[src/rtl/read_and_d_fetcher.sv]
// Sweeps a contiguous ROM address range and streams {addr, base, D} tuples through a small output FIFO.
// Optional FETCH_STALL_CNT_EN adds a saturating stall_cnt output counting backpressured cycles.
module read_and_d_fetcher #(
  parameter int ADDR_W = 8,
  parameter int LEN_W  = 9,
  parameter int DEPTH  = 2
) (
  input  logic              clk,
  input  logic              rst,
  input  logic              start,
  input  logic [ADDR_W-1:0] start_addr,
  input  logic [LEN_W-1:0]  len,
  output logic              busy,
  output logic              done,
  output logic              mem_ce,
  output logic [ADDR_W-1:0] mem_addr,
  input  logic [1:0]        mem_read_i,
  input  logic [7:0]        mem_d_i,
  output logic              out_valid,
  input  logic              out_ready,
  output logic [ADDR_W-1:0] out_addr,
  output logic [1:0]        out_base,
  output logic [7:0]        out_d
`ifdef FETCH_STALL_CNT_EN
  ,
  output logic [15:0]       stall_cnt
`endif
);

  localparam int PW = $clog2(DEPTH);
  localparam int CW = PW + 1;
  localparam int TW = ADDR_W + 10;

  typedef enum logic [1:0] {IDLE, RUN, DRAIN, DONE} state_t;

  state_t            state, state_nx;
  logic [ADDR_W-1:0] next_addr;
  logic [LEN_W-1:0]  remaining;
  logic [TW-1:0]     fifo_mem [DEPTH];
  logic [PW-1:0]     wr_ptr, rd_ptr;
  logic [CW-1:0]     count;
  logic [CW:0]       occupancy;
  logic              accept, issue, push, pop;

  assign accept    = (state == IDLE) && start;
  assign out_valid = (count != '0);
  assign pop       = out_valid && out_ready;
  // A ROM read completes in the cycle mem_ce is high, so at most one fetch is ever in flight.
  assign push      = mem_ce;
  assign occupancy = {1'b0, count} + (CW+1)'(mem_ce) - (CW+1)'(pop);
  assign issue     = (state == RUN) && (remaining != '0) && (occupancy < (CW+1)'(DEPTH));

  assign {out_addr, out_base, out_d} = fifo_mem[rd_ptr];

  // NOTE: every signal written here gets a default first so no latch is inferred.
  always_comb begin
    state_nx = state;
    case (state)
      IDLE:  if (start) state_nx = (len == '0) ? DONE : RUN;
      RUN:   if (remaining == '0) state_nx = DRAIN;
      DRAIN: if ((count == '0) && !mem_ce) state_nx = DONE;
      DONE:  state_nx = IDLE;
    endcase
  end

  // NOTE: sequential state uses non-blocking assignments so every register sees pre-edge values.
  always_ff @(posedge clk or posedge rst) begin
    if (rst) begin
      state     <= IDLE;
      busy      <= 1'b0;
      done      <= 1'b0;
      mem_ce    <= 1'b0;
      mem_addr  <= '0;
      next_addr <= '0;
      remaining <= '0;
    end else begin
      state  <= state_nx;
      done   <= (state == DONE);
      mem_ce <= issue;
      if (accept) begin
        busy      <= 1'b1;
        next_addr <= start_addr;
        remaining <= len;
      end else if (state == DONE) begin
        busy <= 1'b0;
      end
      if (issue) begin
        mem_addr  <= next_addr;
        next_addr <= next_addr + ADDR_W'(1);
        remaining <= remaining - LEN_W'(1);
      end
    end
  end

  // NOTE: the FIFO storage is reset because the head tuple is visible on the outputs and must read 0 after reset.
  always_ff @(posedge clk or posedge rst) begin
    if (rst) begin
      for (int i = 0; i < DEPTH; i++) fifo_mem[i] <= '0;
      wr_ptr <= '0;
      rd_ptr <= '0;
      count  <= '0;
    end else begin
      if (push) begin
        fifo_mem[wr_ptr] <= {mem_addr, mem_read_i, mem_d_i};
        wr_ptr           <= wr_ptr + PW'(1);
      end
      if (pop) rd_ptr <= rd_ptr + PW'(1);
      count <= count + CW'(push) - CW'(pop);
    end
  end

`ifdef FETCH_STALL_CNT_EN
  always_ff @(posedge clk or posedge rst) begin
    if (rst) begin
      stall_cnt <= '0;
    end else if (accept) begin
      stall_cnt <= '0;
    end else if (busy && out_valid && !out_ready && (stall_cnt != 16'hFFFF)) begin
      stall_cnt <= stall_cnt + 16'd1;
    end
  end
`endif

endmodule

[config.mk]
export PLATFORM = sky130hd
export DESIGN_NAME = read_and_d_fetcher
export DESIGN_NICKNAME = d
export VERILOG_FILES = /design/src/rtl/read_and_d_fetcher.sv
export SDC_FILE = /design/constraint.sdc
export NUM_CORES = 1
export LEC_CHECK = 0
export ABC_AREA = 1
export CAP_MARGIN = 20
export CELL_PAD_IN_SITES_DETAIL_PLACEMENT = 0
export CELL_PAD_IN_SITES_GLOBAL_PLACEMENT = 1
export CORE_MARGIN = 10
export CORE_UTILIZATION = 25
export DETAILED_ROUTE_END_ITERATION = 8
export GPL_TIMING_DRIVEN = 0
export PLACE_DENSITY = 0.65
export SLEW_MARGIN = 10
export SYNTH_ARGS = -nofsm -noshare
export SYNTH_HDL_FRONTEND = slang
export SYNTH_SLANG_ARGS = --single-unit
[constraint.sdc]
create_clock -name clk -period 4.2 [get_ports clk]
set_input_delay 1.26 -clock clk [delete_from_list [all_inputs] [get_ports clk]]
set_output_delay 1.26 -clock clk [all_outputs]
set_load 0.03 [all_outputs]
==> results_dict.tcl, run 1 <==
set metrics [dict create \
    fmax_ghz 0.2741 \
    finalHoldViolCount 0 \
    max_cap_viol_count 0 \
    tightest_slew_ns 0.5157 \
    synthMuxAreaShare_pct 0 \
    synthArstFlopShare_pct 100.0 \
    crit_chain "buf_2 > inv_2 > buf_1 > nand2_1 > nand2_1 > clkdlybuf4s50_1" \
    diodes 0 \
    status "finished, final reports clean" \
    place_congestion 0.8121 \
    worst-path-buf-inv 4 \
    grt_use_total_pct 10.05 \
    syn_inst 454 \
    yosysWarnings 0 \
    drv_slew 0 \
    yosys.area_share.simple_pct 28.01 \
    synth_ff_type "dfrtp_1" \
    setup_viol 0 \
    synth-seq-cells 70 \
    relSlewSlack_pct 65.62 \
    period_needed_ns 3.648 \
    pwr-share-seq_pct 29.2 \
    routed-via-count 3084 \
    p_clk_share_pct 19.5 \
    wl_per_cell_um 13.51 \
    power_density_nw_per_um2 881.9 \
    drive_above_1_share_pct 9.793 \
    initial_core_util_pct 25.81 \
    rsz0062_at_grt "false" \
    clkTransAtPathRegs_ns 0.06 \
    rows 43 \
    drt_iter0_markers 230 \
    p_leak_nw 2.368 \
    die_w_um 140.2 \
    die-area_um2 19640 \
    cts_num_sinks 70 \
    drtPass1Iterations 4 \
    insertion_delay_ns 0.33 \
    synthAdderAreaFrac_pct 3.674 \
    drcViolationCount 0 \
    dpl-instance-area_um2 4466 \
    fin_area_um2 4790 \
    synth.top_cell.area_share_pct 48.53 \
    grt_max_degree 60 \
    synth_cell_types 29 \
    cts_buffers 9 \
    postRouteAntennaNets 0 \
    synthXorXnorAreaFrac_pct 2.426 \
    path_common_cell "nand2_1" \
    grt_pass1_vias 3117 \
    grt_pass1_wl_um 16220 \
    cp-start-kind "flip-flop" \
    postSynthAreaPerCell_um2 7.951 \
    p_switching_mw 1.857 \
    core-area_um2 13990 \
    nNetsFinal 567 \
    end_kind "primary output" \
    synth.area.top_cells "dfrtp_1 (49%), nand2_1 (17%), o21ai_0 (5.5%)" \
    cts_hold_buf 0 \
    dp_slack_ns 0.3877 \
    drt-total-wl_um 9603 \
    setup_tns_ns 0 \
    internal_power_mw 2.367 \
    cts_max_level 3 \
    dieHeight_um 140.2 \
    root_buffer "clkbuf_16" \
    fin_skew_ns 0.004536 \
    numPortBuffers 60 \
    nFillCells 1503 \
    critical_path_class "reg2out" \
    synth_top_area_cell "dfrtp_1" \
    cts_tree "done" \
    synthToLayoutAreaGrowth_pct 32.69 \
    cp.arrival_ns 2.39 \
    critPathMaxFanout 10 \
    cts-resized-gates 0 \
    antenna_found_initial 0 \
    crit_slowest_cell "clkdlybuf4s50_1" \
    required_ns 2.94 \
    p_sw_share_pct 43.97 \
    synth_top_family_by_area "simple AND/OR/NAND/NOR gates" \
    final_util_pct 34.24 \
    hp-class "reg2reg" \
    finalPower_mw 4.224 \
    via_per_inst 4.338 \
    peakVddDrop_mv 0.2598 \
    clockBufferDepth 2 \
    cts_setup_buffers 0 \
    num_io_pins 61 \
    syn_nets 495 \
    fin_crit_sh_pct 86.86 \
    synth_compound_area_share_pct 8.666 \
    yosysMostFrequentCell "nand2_1" \
    synth_commonest_cells "nand2_1 (167), dfrtp_1 (70), inv_1 (49), o21ai_0 (40), nand3_1 (31)" \
    yosysSeqAreaShare_pct 48.53 \
    mappedNetlistArea_um2 3610 \
    synth_edf_count 0 \
    cpLargestDelayFamily "buffers and inverters" \
    slowest_delay_ns 0.69 \
    combPwrFrac_pct 51.4 \
    dp_hpwl_um 7158 \
    overflow 0 \
    layout_setup_ws_ns 0.5518 \
]
[area by class of cell]
class / instances / area, um2 / area share, %
inverter: 55 / 209.0 / 4.363
timing repair buffer: 61 / 628.1 / 13.11
tap: 180 / 225.2 / 4.702
sequential: 70 / 1752 / 36.57
multi-input combinational: 310 / 1544 / 32.24
clock buffer: 10 / 239.0 / 4.990
buffer: 19 / 107.6 / 2.247
clock inverter: 6 / 85.08 / 1.776
[placed cells by master (no fill, tap or decap), drive strengths merged, types with 2 or more instances in the layout]
| cell type | instances |
|---|---|
| bufinv | 2 |
| ha | 9 |
| o21ai | 57 |
| clkinv | 2 |
| dfrtp | 70 |
| clkdlybuf4s50 | 60 |
| nand2 | 172 |
| xor2 | 9 |
| clkbuf | 20 |
| nand3 | 36 |
| nor2 | 21 |
| buf | 10 |
| inv | 55 |
| clkinvlp | 2 |
[through the flow]
stage               std cells  hold WS [ns]
floorplan                 454        0.4244
global placement          694        0.4418
detailed placement        695        0.4437
CTS                       711        0.4542
global route              711        0.4952
finish                    711        0.4526
[registers in the layout, summed over array words and instances (netlist names)]
| register | count |
|---|---|
| busy | 1 |
| count | 2 |
| done | 1 |
| fifo_mem | 36 |
| mem_addr | 8 |
| mem_ce | 1 |
| next_addr | 8 |
| rd_ptr | 1 |
| remaining | 9 |
| state | 2 |
| wr_ptr | 1 |
[power groups by stage]
stage / clock [mW] / combinational (mW) / sequential (mW)
global route: 0.875 / 2.44 / 1.28
CTS: 0.843 / 2.22 / 1.23
finish: 0.822 / 2.17 / 1.23
detailed placement: 0 / 2.21 / 1.24
global placement: 0 / 2.17 / 1.24
floorplan: 0 / 1.41 / 1.28
[path summary, 6_finish.rpt]
check / from / to / slack (ns) / cells past startpoint
worst max-delay path: rd_ptr / out_addr[6] / 0.55 / 6
worst min-delay path: remaining[0] / remaining[0] / 0.45 / 1
worst max register to register: count[1] / next_addr[5] / 1.48 / 17
worst min register to register: remaining[0] / remaining[0] / 0.45 / 1
max in group asynchronous: rst / fifo_mem[22] / 2.45 / 3
min in group asynchronous: rst / done / 1.20 / 2
[logic make-up (layout without fill, tap and decap cells)]
family	count (synthesis)	count (layout)
xor+xnor	10	10
fa+ha+maj	10	10
flops	70	70
compound gates	58	58
buf+inv	74	151
simple gates	232	232
[routing by layer]
metal | up-vias | track usage, % | wire, um
met4 | 0 | 3.261 | 78
met3 | 7 | 2.637 | 479
met1 | 1453 | 13.10 | 4605
li1 | 1554 | - | -
met5 | - | 0 | 0
met2 | 70 | 15.76 | 4439
[worst reg2reg max path: cells and delay by family (launching register included)]
family | cells | cell delay, ns
AND/OR/NAND/NOR | 7 | 0.71
buffers and inverters | 6 | 0.51
adder cells (fa/ha/maj) | 3 | 0.90
AO/OA/AOI/OAI | 1 | 0.08
flip-flops | 1 | 0.40
Note: power is estimated with default switching activity, not from simulation.
==> run 2: changes to the inputs <==
--- a/config.mk
+++ b/config.mk
@@ -6,7 +6,6 @@
 export NUM_CORES = 1
 export LEC_CHECK = 0
 export ABC_AREA = 1
-export CAP_MARGIN = 20
 export CELL_PAD_IN_SITES_DETAIL_PLACEMENT = 0
 export CELL_PAD_IN_SITES_GLOBAL_PLACEMENT = 1
 export CORE_MARGIN = 10
==> results of run 2 <==
The final DEF is identical to that of run 1; final timing and power are the same.
==> run 3: changes to the inputs <==
--- a/config.mk
+++ b/config.mk
@@ -8,11 +8,13 @@
 export ABC_AREA = 1
 export CELL_PAD_IN_SITES_DETAIL_PLACEMENT = 0
 export CELL_PAD_IN_SITES_GLOBAL_PLACEMENT = 1
+export CORE_ASPECT_RATIO = 0.9
 export CORE_MARGIN = 10
 export CORE_UTILIZATION = 25
 export DETAILED_ROUTE_END_ITERATION = 8
 export GPL_TIMING_DRIVEN = 0
 export PLACE_DENSITY = 0.65
+export SKIP_LAST_GASP = 1
 export SLEW_MARGIN = 10
 export SYNTH_ARGS = -nofsm -noshare
 export SYNTH_HDL_FRONTEND = slang
==> constraint.sdc (replaced) <==
create_clock -name clk -period 4.6 [get_ports clk]
set_input_delay 1.38 -clock clk [delete_from_list [all_inputs] [get_ports clk]]
set_output_delay 1.38 -clock clk [all_outputs]
set_load 0.03 [all_outputs]
==> run 3 against run 2 <==
  * Worst setup slack better by 0.22 ns
  * Final cell count up 1.7%
  * Via count down 2.6%
  * Clock-buffer cell count unchanged
  * Final area up 0.31%
  * Global-route usage up 0.11 points
  * Clock skew about the same
  * Critical endpoint is now out_addr[4]
  * Non-clock buffer count unchanged
  * Sequential power down 8%
  * Clock power down 8.5%
==> results_dict.tcl, run 3 (synthesized netlist as in run 1, its figures left out) <==
set metrics [dict create \
    tightest_slew_ns 0.5286 \
    rows 41 \
    reg.largest.list "fifo_mem (36), remaining (9)" \
    cts_setup_buffers 0 \
    clkTransAtPathRegs_ns 0.06 \
    worst-path-buf-inv 4 \
    rsz0062_at_grt "false" \
    p_leak_nw 2.364 \
    wl_per_cell_um 13.22 \
    max_cap_viol_count 0 \
    required_ns 3.22 \
    grt_pass1_vias 3185 \
    grt_max_degree 44 \
    layout_commonest_cell "nand2_1" \
    critPathMaxFanout 10 \
    relSlewSlack_pct 64.76 \
    setup_viol 0 \
    routed-via-count 3003 \
    core-area_um2 14110 \
    root_buffer "clkbuf_16" \
    cts_hold_buf 0 \
    cts_buffers 9 \
    crit_slowest_cell "clkdlybuf4s50_1" \
    fin_cells 723 \
    cp-start-kind "flip-flop" \
    clockBufferDepth 2 \
    postRouteAntennaNets 0 \
    p_sw_share_pct 44.01 \
    finalHoldViolCount 0 \
    diodes 0 \
    place_congestion 0.7906 \
    setup_tns_ns 0 \
    die-area_um2 19650 \
    combPwrFrac_pct 51.3 \
    fmax_ghz 0.2612 \
    largest_reg_flops 36 \
    critical_path_class "reg2out" \
    drt-total-wl_um 9560 \
    p_clk_share_pct 19.5 \
    initial_core_util_pct 25.59 \
    dieHeight_um 134.0 \
    dp_hpwl_um 7089 \
    pwr-share-seq_pct 29.2 \
    fin_crit_sh_pct 83.22 \
    via_per_inst 4.154 \
    drv_slew 0 \
    fin_skew_ns 0.004890 \
    antenna_found_initial 0 \
    period_needed_ns 3.828 \
    cpLargestDelayFamily "buffers and inverters" \
    p_switching_mw 1.700 \
    cts-resized-gates 0 \
    power_density_nw_per_um2 804.0 \
    grt_use_total_pct 10.17 \
    crit_chain "buf_2 > inv_2 > buf_1 > nand2_1 > nand2_1 > clkdlybuf4s50_1" \
    grt_pass1_wl_um 16480 \
    drcViolationCount 0 \
    nNetsFinal 567 \
    overflow 0 \
    hp-class "reg2reg" \
    cp.arrival_ns 2.45 \
    placedCellCount 708 \
    mostFrequentLayoutCells "nand2_1 (167), dfrtp_1 (70), clkdlybuf4s50_1 (60), inv_1 (48), o21ai_0 (40)" \
    cts_num_sinks 70 \
    peakVddDrop_mv 0.2381 \
    status "finished, final reports clean" \
    num_io_pins 61 \
    synthToLayoutAreaGrowth_pct 33.10 \
    slowest_delay_ns 0.70 \
    numPortBuffers 60 \
    cts_max_level 3 \
    drt_iter0_markers 211 \
    drtPass1Iterations 4 \
    end_kind "primary output" \
    path_common_cell "nand2_1" \
    top_register "fifo_mem" \
    timing.hold.ws_ns 0.4513 \
    insertion_delay_ns 0.32 \
    internal_power_mw 2.163 \
    die_w_um 146.7 \
    cts_tree "done" \
    drive_above_1_share_pct 9.623 \
]
==> run 3: changes by cell type in the layout (fill, tap and decap cells not counted), sizes merged <==
cell,previous run,this run
clkinv,2,1
==> run 3: power groups by stage <==
stage | Sequential (mW) | Combinational [mW] | Clock, mW
3_3_place_gp | 1.13 | 1.98 | 0
6_report | 1.13 | 1.98 | 0.752
3_5_place_dp | 1.14 | 2.02 | 0
4_1_cts | 1.13 | 2.02 | 0.771
5_1_grt | 1.17 | 2.25 | 0.800
2_1_floorplan | 1.17 | 1.29 | 0
==> run 3: layout make-up <==
| class | instances | area, um2 |
|---|---|---|
| Timing Repair Buffer | 61 | 628.1 |
| Fill cell | 1497 | 9303 |
| Sequential cell | 70 | 1752 |
| Multi-Input combinational cell | 310 | 1544 |
| Clock inverter | 5 | 83.83 |
| Buffer | 19 | 107.6 |
| Inverter | 55 | 209.0 |
| Tap cell | 193 | 241.5 |
| Clock buffer | 10 | 239.0 |
==> run 3: stage by stage <==
step | utilization [%] | area, um2 | power, mW | setup slack [ns]
after global routing | 34.06 | 4805 | 4.218 | 0.5926
after detailed placement | 31.77 | 4482 | 3.154 | 0.6858
after global placement | 31.56 | 4452 | 3.114 | 0.08911
after floorplan | - | 3610 | 2.458 | 1.313
after CTS | 34.06 | 4805 | 3.924 | 0.7560
final | 34.06 | 4805 | 3.863 | 0.7719
==> run 3: path summary, 6_finish.rpt <==
path / end / cells after the start / startpoint / slack [ns]
min in group asynchronous: fifo_mem[21] / 2 / rst / 1.40
hold / removal: remaining[0] / 1 / remaining[0] / 0.45
setup reg to reg: next_addr[5] / 17 / count[1] / 1.90
hold reg to reg: remaining[0] / 1 / remaining[0] / 0.45
max in group asynchronous: mem_addr[1] / 3 / rst / 2.65
setup / recovery: out_addr[4] / 6 / rd_ptr / 0.77
==> run 3: metal layers <==
layer  routed length (um)  vias to the layer above  global-route usage, %
met4                   66                        0                  2.167
met5                    0                        -                      0
met3                  588                        6                  3.295
met1                 4762                     1381                  13.74
met2                 4143                       72                  15.43
li1                     -                     1544                      -
==> run 3: worst reg2reg max path: cells and delay by family (launching register included) <==
kind,cells,cell delay (ns)
AO/OA/AOI/OAI,1,0.09
adder cells (fa/ha/maj),3,0.89
buffers and inverters,6,0.49
flip-flops,1,0.41
AND/OR/NAND/NOR,7,0.70
==> patch 1 (flow settings as in run 2) <==
Add a define of `FETCH_STALL_CNT_EN`.
--- a/src/rtl/read_and_d_fetcher.sv
+++ b/src/rtl/read_and_d_fetcher.sv
@@ -1,4 +1,6 @@
 // Sweeps a contiguous ROM address range and streams {addr, base, D} tuples through a small output FIFO.
 // Optional FETCH_STALL_CNT_EN adds a saturating stall_cnt output counting backpressured cycles.
+`define FETCH_STALL_CNT_EN
+
 module read_and_d_fetcher #(
   parameter int ADDR_W = 8,
Behaviour (old outputs only; new: stall_cnt): unchanged (Yosys induction, for registers that start in step).
==> patch 1 against run 2 <==
Setup slack worse by 0.15 ns; sequential cell count up 16; die area is 21% higher; register-to-register slack worse by 0.07 ns; final cell count up 30%; synthesized area rose by 25%; synthesized cell count grew 32%; power up 1.8%; critical path depth fell by 1; design area rose by 23%; worst hold slack improved by 0.030 ns; via count is 34% higher; wire length increased by 40%; core utilization decreased by 1.3 points; critical path type unchanged.
==> patch 1: results <==
[finish]
fin_nets = 729
final_cells = 921
n_antenna_cell = 0
layout-drive-gt1-share = 0.0549
biggestRegsByFlops = "fifo_mem: 36 flops, stall_cnt: 16 flops, remaining: 9 flops"

[hold_path]
worst_hold_path_type = "flop to flop"

[placed_design]
gp_routability_congestion = 0.791
total_of_buffers_placed_on_input_and_output_ports = 76
dp.final_hpwl_um = 9840
placed_cells = 905
dpl_cell_area_um2 = 5600

[route]
drt_pass1_iterations = 5
vias = 4132
finalWirelength_um = 13400
met2RoutedLength_um = 6050
drt_iter0_markers = 324
highest_metal_layer_with_signal_wires = "met4"
antenna_violating_nets_post_route = 0
detail_route.drc_violations = 0
met1_length_um = 6340
routed-wl-met3_um = 896

[clocking]
post_cts.resized_instances = 0
clk_transition_reported_paths_ns = 0.06
cts_max_level = 3
worst_skew_pair.late_latency_ns = 0.35
tritoncts.num_buffers = 9
cts_buffer_depth = 2
cts_root_buffer = "sky130_fd_sc_hd__clkbuf_16"
post-cts-setup-buffers = 0

[global_routing]
overflow_left_after_global_routing = 0
first_pass_grt_wire_length_um = 22300
largest_net_degree_at_the_start_of_global_routing = 49
track_usage = 0.114
first_global_vias = 4272
grt_antenna_before_repair = 0

[critical_path]
setup.worst_path.start_class = "flop"
timing.critical_path.arrival_ns = 2.54
path_max_fanout = 10

[synthesis]
synth_area_leaders = "sky130_fd_sc_hd__dfrtp_1 48%, sky130_fd_sc_hd__nand2_1 19%, sky130_fd_sc_hd__nand3_1 5.3%"
synth-main-ff-cell = "sky130_fd_sc_hd__dfrtp_1"
yosysSeqAreaShare = 0.476
synthTopCellsByCount = "233 x sky130_fd_sc_hd__nand2_1, 86 x sky130_fd_sc_hd__dfrtp_1, 56 x sky130_fd_sc_hd__inv_1"
syn-instance-count = 599
ys_types = 29
number_of_nets_produced_by_synthesis = 641

[timing]
fin_skew_ns = 0.00596
finalHoldViolCount = 0
drv_slew = 0
relSlewSlack = 0.597

[pwr]
ir_drop_mv = 0.378
leakage_nw = 2.87

[status]
outcome = "finished clean"
[patch 1: cell families (layout without fill, tap and decap cells)]
family / Yosys count / in the layout / synth area share
AND/OR/NAND/NOR: 344 / 344 / 0.321
adder cells (fa/ha/maj): 11 / 11 / 0.0321
AO/OA/AOI/OAI: 63 / 63 / 0.0733
buffers and inverters: 83 / 176 / 0.0742
XOR/XNOR: 12 / 12 / 0.0232
flip-flops: 86 / 86 / 0.476
[patch 1: cell type report]
class / instances / area [um2]
Multi-Input combinational cell: 430 / 2030
Fill cell: 1893 / 12000
Clock inverter: 7 / 81.3
Timing Repair Buffer: 77 / 788
Inverter: 61 / 231
Buffer: 22 / 106
Clock buffer: 9 / 225
Sequential cell: 86 / 2150
Tap cell: 229 / 287
[patch 1: worst max-delay path, stage by stage, from the launching register on]
cell and delay (ns):
sky130_fd_sc_hd__dfrtp_1 0.34, sky130_fd_sc_hd__clkbuf_1 0.46, sky130_fd_sc_hd__clkbuf_1 0.47, sky130_fd_sc_hd__nand2_1 0.11, sky130_fd_sc_hd__nand2_1 0.12, sky130_fd_sc_hd__clkdlybuf4s50_1 0.68
[patch 1: routing by layer]
metal  vias up  track usage
met1      1954        0.144
li1       2074            -
met3        10       0.0427
met2        94        0.182
met5         -            0
met4         0       0.0270
[patch 1: power by group]
| part | leakage (nW) | switching [mW] | internal (mW) | total [mW] |
|---|---|---|---|---|
| Combinational | 1.63 | 1.30 | 0.771 | 2.07 |
| Clock | 0.152 | 0.354 | 0.470 | 0.825 |
| Sequential | 1.08 | 0.245 | 1.16 | 1.41 |
[patch 1: worst paths after layout]
| path | startpoint | endpoint | slack, ns | cells past startpoint |
|---|---|---|---|---|
| min in group asynchronous | rst | fifo_mem[22]$_DFFE_PP0P_ | 1.31 | 2 |
| worst max-delay path | rd_ptr$_DFFE_PP0P_ | out_addr[7] | 0.40 | 5 |
| worst min register to register | fifo_mem[17]$_DFFE_PP0P_ | fifo_mem[17]$_DFFE_PP0P_ | 0.48 | 2 |
| worst min-delay path | fifo_mem[17]$_DFFE_PP0P_ | fifo_mem[17]$_DFFE_PP0P_ | 0.48 | 2 |
| worst max register to register | count[1]$_DFF_PP0_ | remaining[5]$_DFFE_PP0P_ | 1.41 | 13 |
| max in group asynchronous | rst | next_addr[1]$_DFFE_PP0P_ | 2.26 | 3 |
[patch 1: through the flow]
stage / worst slack, ns / total power, mW / util
after floorplan: 0.718 / 2.73 / -
after global placement: -0.849 / 3.46 / 0.311
after detailed placement: 0.220 / 3.51 / 0.313
after CTS: 0.373 / 4.37 / 0.330
after global routing: 0.169 / 4.67 / 0.330
final: 0.404 / 4.30 / 0.330
==> patch 2 (config.mk and constraints of run 2) <==
Made on the original files. The 4 states of `state_t` get a one-hot encoding in 4 bits.
--- a/src/rtl/read_and_d_fetcher.sv
+++ b/src/rtl/read_and_d_fetcher.sv
@@ -32,5 +32,5 @@
   localparam int TW = ADDR_W + 10;
 
-  typedef enum logic [1:0] {IDLE, RUN, DRAIN, DONE} state_t;
+  typedef enum logic [3:0] {IDLE = 4'b0001, RUN = 4'b0010, DRAIN = 4'b0100, DONE = 4'b1000} state_t;
 
   state_t            state, state_nx;
Check against the original RTL: same outputs for any inputs over 4 cycles, from zero or initial values and one cycle with rst high; so few cycles prove little.
==> patch 2 against run 2 <==
Design area up 2.3%; setup slack worse by 0.015 ns; via count up 7.7%; global-route usage increased by 0.29 points; wire length increased by 6.2%; first-iteration DRC count decreased by 35%; sequential power grew 3%; power is 1.5% higher; sequential share of layout area is 0.22 points higher; register-to-register slack got worse by 0.11 ns; sequential cell count increased by 2; maximum frequency decreased by 0.42%; die area grew 2.7%; synthesized area is 3.1% higher; largest power group unchanged.
==> patch 2: results <==
[finish]
final_cells = 754
layout-drive-gt1-share = 0.0877

[synthesis]
synthTopCellsByCount = "193 x sky130_fd_sc_hd__nand2_1, 71 x sky130_fd_sc_hd__dfrtp_1, 48 x sky130_fd_sc_hd__inv_1"
yosysSeqAreaShare = 0.484
synth_area_leaders = "sky130_fd_sc_hd__dfrtp_1 48%, sky130_fd_sc_hd__nand2_1 19%, sky130_fd_sc_hd__nand3_1 5.8%"
number_of_nets_produced_by_synthesis = 529
synth_compound_gate_area_share = 0.0797
ys_types = 30

[global_routing]
track_usage = 0.103

[pwr]
ir_drop_mv = 0.332
comb-power_mw = 2.21
netSwitchingFraction = 0.448
pg_seq_mw = 1.27

[hold_path]
holdPathStages = 2
min_to = "state[0]$_DFFE_PP1P_"
hold_start = "state[0]$_DFFE_PP1P_"

[placed_design]
placed_cells = 738
dpl_cell_area_um2 = 4580
dp.final_hpwl_um = 7590

[route]
vias = 3321
routedWlPerCell_um = 13.5

[timing]
hold_slack_ns = 0.470
period_needed_ns = 3.66

[critical_path]
r2r_slack_ns = 1.37
r2r_cells = 14
timing.critical_path.to = "out_addr[4]"

[status]
outcome = "finished clean"
[patch 2: routing by layer]
layer,track usage,share of wire,up-vias
met5,0,0,-
met1,0.125,0.45,1534
met2,0.169,0.47,80
li1,-,-,1698
met3,0.0337,0.064,9
met4,0.0339,0.012,0
[patch 2: cell families after synthesis]
family | Yosys count
AND/OR/NAND/NOR | 284
XOR/XNOR | 4
flip-flops | 72
adder cells (fa/ha/maj) | 5
buffers and inverters | 74
AO/OA/AOI/OAI | 54
[patch 2: area by class of cell]
type                            count  area [um2]
Inverter                           53         206
Buffer                             21         113
Fill cell                        1535        9690
Clock buffer                       13         270
Sequential cell                    72        1800
Multi-Input combinational cell    347        1600
Tap cell                          184         230
Clock inverter                      3        47.5
Timing Repair Buffer               61         628
[patch 2: critical path, delay by kind of cell, from the launching register on]
kind | cells | cell delay [ns]
buf+inv | 4 | 1.51
flops | 1 | 0.35
simple gates | 2 | 0.21
